[config.mk]
export PLATFORM = sky130hd
export DESIGN_NAME = seven_segment_scan_scheduler
export DESIGN_NICKNAME = d
export VERILOG_FILES = /design/src/rtl/seven_segment_scan_scheduler.sv
export SDC_FILE = /design/constraint.sdc
export NUM_CORES = 1
export LEC_CHECK = 0
export CAP_MARGIN = 20
export CORE_AREA = 2 2 78 80
export CTS_BUF_LIST = sky130_fd_sc_hd__clkbuf_16
export CTS_CLUSTER_DIAMETER = 120
export CTS_CLUSTER_SIZE = 8
export DETAILED_ROUTE_END_ITERATION = 16
export DIE_AREA = 0 0 80 82
export GPL_TIMING_DRIVEN = 0
export SLEW_MARGIN = 25
export SYNTH_ARGS = -nofsm -noshare
export SYNTH_HDL_FRONTEND = slang
export SYNTH_SLANG_ARGS = --single-unit
[constraint.sdc]
create_clock -name clk_1kHz -period 1.8 [get_ports clk_1kHz]
set_input_delay 0.18 -clock clk_1kHz [delete_from_list [all_inputs] [get_ports clk_1kHz]]
set_output_delay 0.18 -clock clk_1kHz [all_outputs]
set_load 0.05 [all_outputs]
[src/rtl/seven_segment_scan_scheduler.sv]
// Four-digit multiplexed 7-segment scan scheduler.
// Each digit is lit for DWELL_CYCLES clocks. New display content is loaded
// through a req/ack handshake, and only at a frame wrap, so a frame never
// shows a mix of old and new digits.
// Optional feature: define SSD_LEADING_ZERO_BLANK_EN to blank leading zeros
// in digits 3..1. Digit 0 is never blanked.
module seven_segment_scan_scheduler #(
  parameter int unsigned DWELL_CYCLES = 1,
  parameter int unsigned DW_W         = 4
) (
  input  logic        clk_1kHz,
  input  logic        rst,
  input  logic [15:0] digits,
  input  logic [3:0]  digit_en,
  input  logic        upd_req,
  output logic        upd_ack,
  output logic        frame_tick,
  output logic [6:0]  seg,
  output logic [3:0]  an
);

  localparam int unsigned IDX_W = 2;
  localparam int unsigned NIB_W = 4;
  localparam int unsigned SEG_W = 7;

  // Reject parameter values that cannot work, at elaboration time.
  if (DWELL_CYCLES == 0) begin : g_bad_dwell
    $error("seven_segment_scan_scheduler: DWELL_CYCLES must be >= 1");
  end
  if ((64'd1 << DW_W) < 64'(DWELL_CYCLES)) begin : g_bad_dw_w
    $error("seven_segment_scan_scheduler: DW_W too narrow for DWELL_CYCLES");
  end

  logic [DW_W-1:0]  dwell;
  logic [IDX_W-1:0] idx;
  logic [15:0]      shadow;

  logic             advance_c;
  logic             wrap_c;
  logic [3:0]       en_eff_c;
  logic [NIB_W-1:0] nib_c;
  logic [SEG_W-1:0] glyph_c;

  // Scan timing: decide whether this edge advances the digit and/or ends the frame.
  always_comb begin
    advance_c = (dwell == DW_W'(DWELL_CYCLES - 1));
    wrap_c    = advance_c && (idx == IDX_W'(3));
  end

  // Effective per-digit enable: live digit_en, optionally masked by leading-zero blanking.
  always_comb begin
    en_eff_c = digit_en;
`ifdef SSD_LEADING_ZERO_BLANK_EN
    if (shadow[15:12] == 4'h0) en_eff_c[3] = 1'b0;
    if (shadow[15:8]  == 8'h0) en_eff_c[2] = 1'b0;
    if (shadow[15:4]  == 12'h0) en_eff_c[1] = 1'b0;
`endif
  end

  // Select the current digit's nibble from the shadow copy.
  always_comb begin
    nib_c = shadow[{idx, 2'b00} +: NIB_W];
  end

  // Active-low hex glyph decode, segment order {g,f,e,d,c,b,a}.
  always_comb begin
    glyph_c = 7'b1111111;
    case (nib_c)
      4'h0: glyph_c = 7'b1000000;
      4'h1: glyph_c = 7'b1111001;
      4'h2: glyph_c = 7'b0100100;
      4'h3: glyph_c = 7'b0110000;
      4'h4: glyph_c = 7'b0011001;
      4'h5: glyph_c = 7'b0010010;
      4'h6: glyph_c = 7'b0000010;
      4'h7: glyph_c = 7'b1111000;
      4'h8: glyph_c = 7'b0000000;
      4'h9: glyph_c = 7'b0010000;
      4'hA: glyph_c = 7'b0001000;
      4'hB: glyph_c = 7'b0000011;
      4'hC: glyph_c = 7'b1000110;
      4'hD: glyph_c = 7'b0100001;
      4'hE: glyph_c = 7'b0000110;
      4'hF: glyph_c = 7'b0001110;
      default: glyph_c = 7'b1111111;
    endcase
  end

  // Scan state, shadow register and registered display/handshake outputs.
  always_ff @(posedge clk_1kHz or posedge rst) begin
    if (rst) begin
      dwell      <= '0;
      idx        <= '0;
      shadow     <= '0;
      seg        <= 7'b1111111;
      an         <= 4'b1111;
      upd_ack    <= 1'b0;
      frame_tick <= 1'b0;
    end else begin
      if (advance_c) begin
        dwell <= '0;
        idx   <= idx + IDX_W'(1);
      end else begin
        dwell <= dwell + DW_W'(1);
      end

      if (en_eff_c[idx]) begin
        an  <= ~(4'b0001 << idx);
        seg <= glyph_c;
      end else begin
        an  <= 4'b1111;
        seg <= 7'b1111111;
      end

      frame_tick <= wrap_c;
      upd_ack    <= wrap_c && upd_req;
      if (wrap_c && upd_req) begin
        shadow <= digits;
      end
    end
  end

endmodule

==> summary.txt, run 1 <==
Run status
  – Outcome: finished, violations left
  – Failing checks: negative setup slack

Drt
  – DRT Pass-1 Iters: 5
  – Final WL: 3.32 mm
  – Vias per std cell: approximately 4.3
  – ANT nets after route: 0
  – Via count: 1090
  – DRC: 0
  – Wire length per cell: between 10 and 15 µm
  – Initial detailed-routing violation count: between 40 and 50

Flow run
  – Max-Cap Viols: 0

Setup path
  – CP max stage cell: mux4_2
  – CP startpoint kind: flip-flop
  – Critical Path RT: 1.99 ns
  – Critical path buffers and inverters: 1
  – CP Capture Type: flip-flop
  – CP top delay family: multiplexers
  – Crit path cell chain: buf_6 -> mux4_2 -> ha_4 -> or3b_4 -> o221ai_2 -> nand2_1
  – Worst setup path class: reg2reg
  – Critical path fanouts, max: 6
  – Crit path DAT: ~2.1 ns
  – Critical path's largest stage delay: just under 0.6 ns

Clocking
  – Clock Tree Root: clkbuf_16
  – Clock buffer count from CTS: 5
  – Cts hold-fix bufs: 0
  – Clk sinks: 35
  – Clk slew on worst S/H paths: roughly 0.05 ns
  – CTS tree: built
  – Worst skew pair latency: 0.28 ns
  – CTS Buffer Depth: 2
  – CTS HTree Levels: 2

STA
  – Actual slew at the worst max-slew pin: between 0.7 and 0.8 ns
  – Final WS setup: -0.118 ns
  – Final-report setup violation count: 6
  – Final hold vios: 0
  – RSZ-0062 raised after global routing: yes
  – Max Slew Vio Count: 0
  – Clock skew: roughly 0.0036 ns
  – Fin crit period: 1.92 ns
  – Achievable Freq: approximately 520 MHz
  – Slew HR: 0.528
  – Final worst-path cycle share: 1.07

Placed design
  – Hpwl dp: 2.38 mm
  – GPL Wtd Cong: roughly 0.84
  – Placement Setup Slack: -0.197 ns
  – Number of buffers added on ports: 35
  – Placed insts: roughly 230

Synthesis
  – Yosys reg bits: 35
  – Unique masters post-synth: 28
  – Yosys warning total: 0
  – Mapped Area: roughly 0.0017 mm²
  – Average size of a mapped cell: between 10 and 15 µm²
  – Mapped Cells: between 100 and 150
  – Sequential fraction of the synthesis area: 0.533
  – Synth Net Count: about 160

Power
  – PnR Total Power: between 0.002 and 0.0025 W
  – Power Density: about 920 mW/mm²
  – Switch share: 0.244
  – Clock Power Share: 0.432
  – Sw power: 0.000544 W
  – Leakage power: between 1 and 1.5 nW
  – Reg power frac: 0.395
  – Int Pwr: around 0.0017 W
  – Peak supply drop: about 480 µV
  – Logic pwr share: 0.173

Finish
  – # fillers: 546
  – Share of post-route cells with drive strength above 1: 0.398
  – Commonest non-fill, non-tap cells in the layout: clkdlybuf4s50_1 (34), dfrtp_1 (24), mux2_2 (17)
  – Final Instance Count excl. Fillers: 251
  – Antenna diodes: 0
  – Layout area overhead: 45.7%
  – Nets: 210
  – Commonest non-fill, non-tap cell in the layout: clkdlybuf4s50_1

Floorplan
  – Core area: ~0.0057 mm²
  – IO Pins: 36
  – Die height: just over 80 µm
  – Die W: about 80 µm
  – Num rows: 28
  – Starting density of the core: 0.291
  – Die Area: roughly 0.0066 mm²

GRT
  – First-pass GRT wire length: between 5 and 6 mm
  – Total grt overflow: 0
  – Vias in the first global route: roughly 1200
  – Largest net degree at the start of global routing: 36
  – Gr usage total: 0.110
  – Initial antenna violation count: 0

Worst hold path
  – Worst Hold Class: in2async
==> worst register-to-register path: cells and delay by family, from the launching register on <==
family | cells | cell delay, ns
flip-flops | 1 | 0.37
adder cells (fa/ha/maj) | 1 | 0.20
buffers and inverters | 1 | 0.15
AO/OA/AOI/OAI | 1 | 0.07
AND/OR/NAND/NOR | 2 | 0.44
multiplexers | 1 | 0.60
==> cell type report <==
cell class | count | area [µm²] | share of cell area
repair buffers | 47 | 444 | 0.183
multi-input cells | 71 | 762 | 0.313
clock buffers | 5 | 125 | 0.0514
clock inverters | 3 | 38.8 | 0.0159
well taps | 75 | 93.8 | 0.0386
plain buffers | 4 | 37.5 | 0.0154
flip-flops and latches | 35 | 890 | 0.366
inverters | 11 | 41.3 | 0.0170
==> kinds of logic after synthesis <==
| family | count (synthesis) | share of synthesized area |
|---|---|---|
| XOR/XNOR | 4 | 0.0210 |
| adder cells (fa/ha/maj) | 12 | 0.0900 |
| AO/OA/AOI/OAI | 12 | 0.0517 |
| multiplexers | 23 | 0.195 |
| buffers and inverters | 15 | 0.0435 |
| AND/OR/NAND/NOR | 20 | 0.0660 |
| flip-flops | 35 | 0.533 |
==> layer usage <==
| metal | GRT usage | share of wire | up-vias |
|---|---|---|---|
| met5 | 0 | 0 | - |
| met2 | 0.178 | 0.47 | 37 |
| met4 | 0.0508 | 0.018 | 0 |
| li1 | - | - | 524 |
| met3 | 0.0319 | 0.061 | 6 |
| met1 | 0.137 | 0.45 | 523 |
==> state kept, by name, summed over array words and instances (netlist names) <==
register / count
seg: 7
upd_ack: 1
frame_tick: 1
shadow: 16
an: 4
dwell: 4
idx: 2
==> path summary, 6_finish.rpt <==
path	cells after the start	slack, ns	endpoint	start
max	6	-0.12	seg[0]$_DFF_PP1_	idx[0]$_DFFE_PP0N_
min	2	0.33	dwell[1]$_DFF_PP0_	rst
max reg2reg	6	-0.12	seg[0]$_DFF_PP1_	idx[0]$_DFFE_PP0N_
min reg2reg	1	0.49	dwell[0]$_DFF_PP0_	dwell[0]$_DFF_PP0_
max in group asynchronous	2	1.01	shadow[2]$_DFFE_PP0P_	rst
min in group clk_1kHz	1	0.49	dwell[0]$_DFF_PP0_	dwell[0]$_DFF_PP0_
==> metrics by stage <==
step	hold WS [ns]	TNS, ns	util	area (µm²)
floorplan	0.326	-0.0185	-	1660
global placement	0.466	-1.47	0.367	2110
detailed placement	0.492	-2.28	0.367	2110
CTS	0.360	-0.217	0.410	2360
global route	0.428	-1.29	0.423	2430
finish	0.333	-0.405	0.423	2430
==> what timing repair did <==
action	4_1_cts	5_1_grt
gates cloned	0	1
resized for setup	14	5
setup buffers	4	7
setup endpoints to repair	15	17
pin swaps	2	5
==> power groups by stage <==
stage	clock network (W)	logic (W)	registers, W
final	0.000965	0.000387	0.000882
after global routing	0.00101	0.000418	0.000888
after CTS	0.000976	0.000370	0.000883
after detailed placement	0	0.000345	0.000896
after global placement	0	0.000334	0.000892
after floorplan	0	0.000150	0.000966
==> synthesized netlist by cell type (all sizes together) <==
cell type  number  area share
and2b           2      0.0090
nand2b          1      0.0038
mux2i           1      0.0060
dfstp          11        0.17
nand2           9       0.022
mux2           17        0.11
nor2            3      0.0067
mux4            5       0.074
xor2            1      0.0052
nor3b           1      0.0075
a211oi          2      0.0090
a21oi           2      0.0060
xnor2           3       0.016
ha             12       0.090
o211ai          1      0.0045
nand3           1      0.0030
o221ai          5       0.026
or3b            1      0.0052
dfrtp          24        0.36
and2            1      0.0038
inv            11       0.025
o21ai           2      0.0060
or2             1      0.0052
clkbuf          1      0.0022
buf             3       0.016
No activity file was read; power rests on OpenSTA's default activity.
==> inputs of run 2 (changes only) <==
==> constraint.sdc (replaced) <==
create_clock -name clk_1kHz -period 1.65 [get_ports clk_1kHz]
set_input_delay 0.165 -clock clk_1kHz [delete_from_list [all_inputs] [get_ports clk_1kHz]]
set_output_delay 0.165 -clock clk_1kHz [all_outputs]
set_load 0.05 [all_outputs]
==> summary.txt, run 2 (synthesis results as in run 1) <==
Run status
  – Outcome: finished, violations left (unchanged)
  – Failing checks: negative setup slack (unchanged)

Clocking
  – CTS Buffer Depth: 2 (unchanged)
  – Worst skew pair latency: 0.28 ns (about the same)
  – Clk sinks: 35 (unchanged)
  – CTS tree: built (unchanged)
  – Cts hold-fix bufs: 0 (unchanged)
  – Clk slew on worst S/H paths: 0.05 ns (about the same)
  – CTS HTree Levels: 2 (unchanged)
  – Clock buffer count from CTS: 5 (unchanged)
  – Clock Tree Root: clkbuf_16 (unchanged)

Power
  – Reg power frac: 0.423 (was 0.395)
  – Sw power: 0.000592 W (was 0.000544 W)
  – Clock Power Share: 0.394 (was 0.432)
  – PnR Total Power: 0.00227 W (was 0.00223 W)
  – Int Pwr: 0.00168 W (was 0.00169 W)
  – Leakage power: 1.07 nW (was 1.06 nW)
  – Logic pwr share: 0.183 (was 0.173)
  – Power Density: 920 mW/mm² (was 918 mW/mm²)
  – Peak supply drop: 438 µV (was 476 µV)
  – Switch share: 0.261 (was 0.244)

Floorplan
  – Die height: 82 µm (unchanged)
  – Die W: 80 µm (unchanged)
  – Die Area: 0.00656 mm² (unchanged)
  – Core area: 0.00575 mm² (unchanged)
  – Num rows: 28 (unchanged)
  – IO Pins: 36 (unchanged)
  – Starting density of the core: 0.291 (unchanged)

STA
  – Fin crit period: 1.93 ns (was 1.92 ns)
  – Actual slew at the worst max-slew pin: 0.704 ns (was 0.708 ns)
  – Final WS setup: -0.277 ns (was -0.118 ns)
  – Clock skew: 0.00278 ns (was 0.00365 ns)
  – Slew HR: 0.530 (was 0.528)
  – RSZ-0062 raised after global routing: yes (unchanged)
  – Final worst-path cycle share: 1.17 (was 1.07)
  – Max Slew Vio Count: 0 (unchanged)
  – Final hold vios: 0 (unchanged)
  – Achievable Freq: 519 MHz (was 521 MHz)
  – Final-report setup violation count: 11 (was 6)

Finish
  – Reg with most FFs: shadow (unchanged)
  – Storage element area: 890 µm² (unchanged)
  – Nets: 213 (was 210)
  – Design Area, Final: 0.00247 mm² (was 0.00243 mm²)
  – Commonest non-fill, non-tap cells in the layout: dfrtp_1 (24), clkdlybuf4s50_1 (24), mux2_2 (17) (was clkdlybuf4s50_1 (34), dfrtp_1 (24), mux2_2 (17))
  – Share of post-route cells with drive strength above 1: 0.425 (was 0.398)
  – Antenna diodes: 0 (unchanged)
  – Largest register FFs: 16 (unchanged)
  – Area occupied by multi-input gates: 772 µm² (was 762 µm²)
  – Final core occ: 0.430 (was 0.423)
  – Largest regs: shadow: 16 flops, seg: 7 flops (unchanged)
  – # fillers: 532 (was 546)
  – Layout area overhead: 48.0% (was 45.7%)

Setup path
  – Critical Path Start: idx[0]$_DFFE_PP0N_ (unchanged)
  – Critical path's largest stage delay: 0.58 ns (was 0.59 ns)
  – CP max stage cell: mux4_2 (unchanged)
  – Critical Path RT: 1.85 ns (was 1.99 ns)
  – R2r startpoint: idx[0]$_DFFE_PP0N_ (unchanged)
  – Crit path cell chain: buf_6 -> mux4_2 -> buf_4 -> ha_2 -> a211oi_2 -> o21ai_1 (was buf_6 -> mux4_2 -> ha_4 -> or3b_4 -> o221ai_2 -> nand2_1)
  – CP startpoint kind: flip-flop (unchanged)
  – Critical path fanouts, max: 4 (was 6)
  – Crit path DAT: 2.12 ns (was 2.11 ns)
  – Worst setup path class: reg2reg (unchanged)
  – CP Capture Type: flip-flop (unchanged)

Drt
  – Vias per std cell: 4.41 (was 4.34)
  – Via count: 1120 (was 1090)
  – ANT nets after route: 0 (unchanged)
  – DRC: 0 (unchanged)
  – Initial detailed-routing violation count: 62 (was 49)
  – Wire length per cell: 13.5 µm (was 13.2 µm)
  – Final WL: 3.44 mm (was 3.32 mm)
  – DRT Pass-1 Iters: 4 (was 5)

Placed design
  – Number of buffers added on ports: 35 (unchanged)
  – GPL Wtd Cong: 0.799 (was 0.837)
  – Hpwl dp: 2.40 mm (was 2.38 mm)
  – Post-DP Area: 0.00213 mm² (was 0.00211 mm²)

Worst hold path
  – Worst Hold Class: in2async (unchanged)

GRT
  – Total grt overflow: 0 (unchanged)
  – First-pass GRT wire length: 5.58 mm (was 5.55 mm)
  – Initial antenna violation count: 0 (unchanged)
  – Largest net degree at the start of global routing: 36 (unchanged)
  – Vias in the first global route: 1147 (was 1226)
  – Gr usage total: 0.114 (was 0.110)

Flow run
  – Max-Cap Viols: 0 (unchanged)
## run 2: final timing paths
check	end	slack [ns]	depth (start not counted)
worst min-delay path	dwell[2]$_DFF_PP0_	0.32	2
min in group clk_1kHz	shadow[10]$_DFFE_PP0P_	0.50	2
worst max register to register	seg[3]$_DFF_PP1_	-0.28	6
worst max-delay path	seg[3]$_DFF_PP1_	-0.28	6
worst min register to register	dwell[0]$_DFF_PP0_	0.50	1
max in group asynchronous	shadow[1]$_DFFE_PP0P_	0.88	2
## run 2: per-layer routing
metal  vias to the layer above  global-route usage  wire, µm
li1                        532                   -         -
met3                         9              0.0407       225
met5                         -                   0         0
met1                       534               0.139      1510
met2                        45               0.183      1630
met4                         0              0.0458        74
## run 2: timing repair
action / CTS / global route
pin swaps: 1 / 4
gates cloned: 0 / 1
setup endpoints to repair: 28 / 20
buffers inserted: 7 / 7
gates resized for setup: 20 / 13
## run 2: power groups by stage
stage                     sequential, W  combinational [W]  clock [W]
after floorplan                 0.00105           0.000164          0
final                          0.000961           0.000416   0.000894
after detailed placement       0.000977           0.000377          0
after CTS                      0.000962           0.000390   0.000914
after global placement         0.000972           0.000365          0
after global routing           0.000969           0.000448   0.000941
## run 2: per-stage QoR
| stage | TNS [ns] | hold slack [ns] | worst slack (ns) | instances |
|---|---|---|---|---|
| 2_1_floorplan | -0.525 | 0.311 | -0.169 | 121 |
| 3_3_place_gp | -2.11 | 0.466 | -0.281 | 231 |
| 3_5_place_dp | -2.92 | 0.493 | -0.352 | 231 |
| 4_1_cts | -1.76 | 0.347 | -0.230 | 246 |
| 5_1_grt | -2.74 | 0.396 | -0.324 | 254 |
| 6_report | -1.38 | 0.321 | -0.277 | 254 |
## run 2: critical path, delay by kind of cell (launching register included)
kind,cells,cell delay [ns]
AO/OA/AOI/OAI,2,0.36
adder cells (fa/ha/maj),1,0.20
buffers and inverters,2,0.32
flip-flops,1,0.38
multiplexers,1,0.58
## run 2: cell type report
cell class / instances / share of cell area
clock buffer: 5 / 0.0507
sequential: 35 / 0.360
tap: 75 / 0.0380
clock inverter: 3 / 0.00659
multi-input combinational: 71 / 0.313
inverter: 11 / 0.0167
timing repair buffer: 50 / 0.197
buffer: 4 / 0.0182
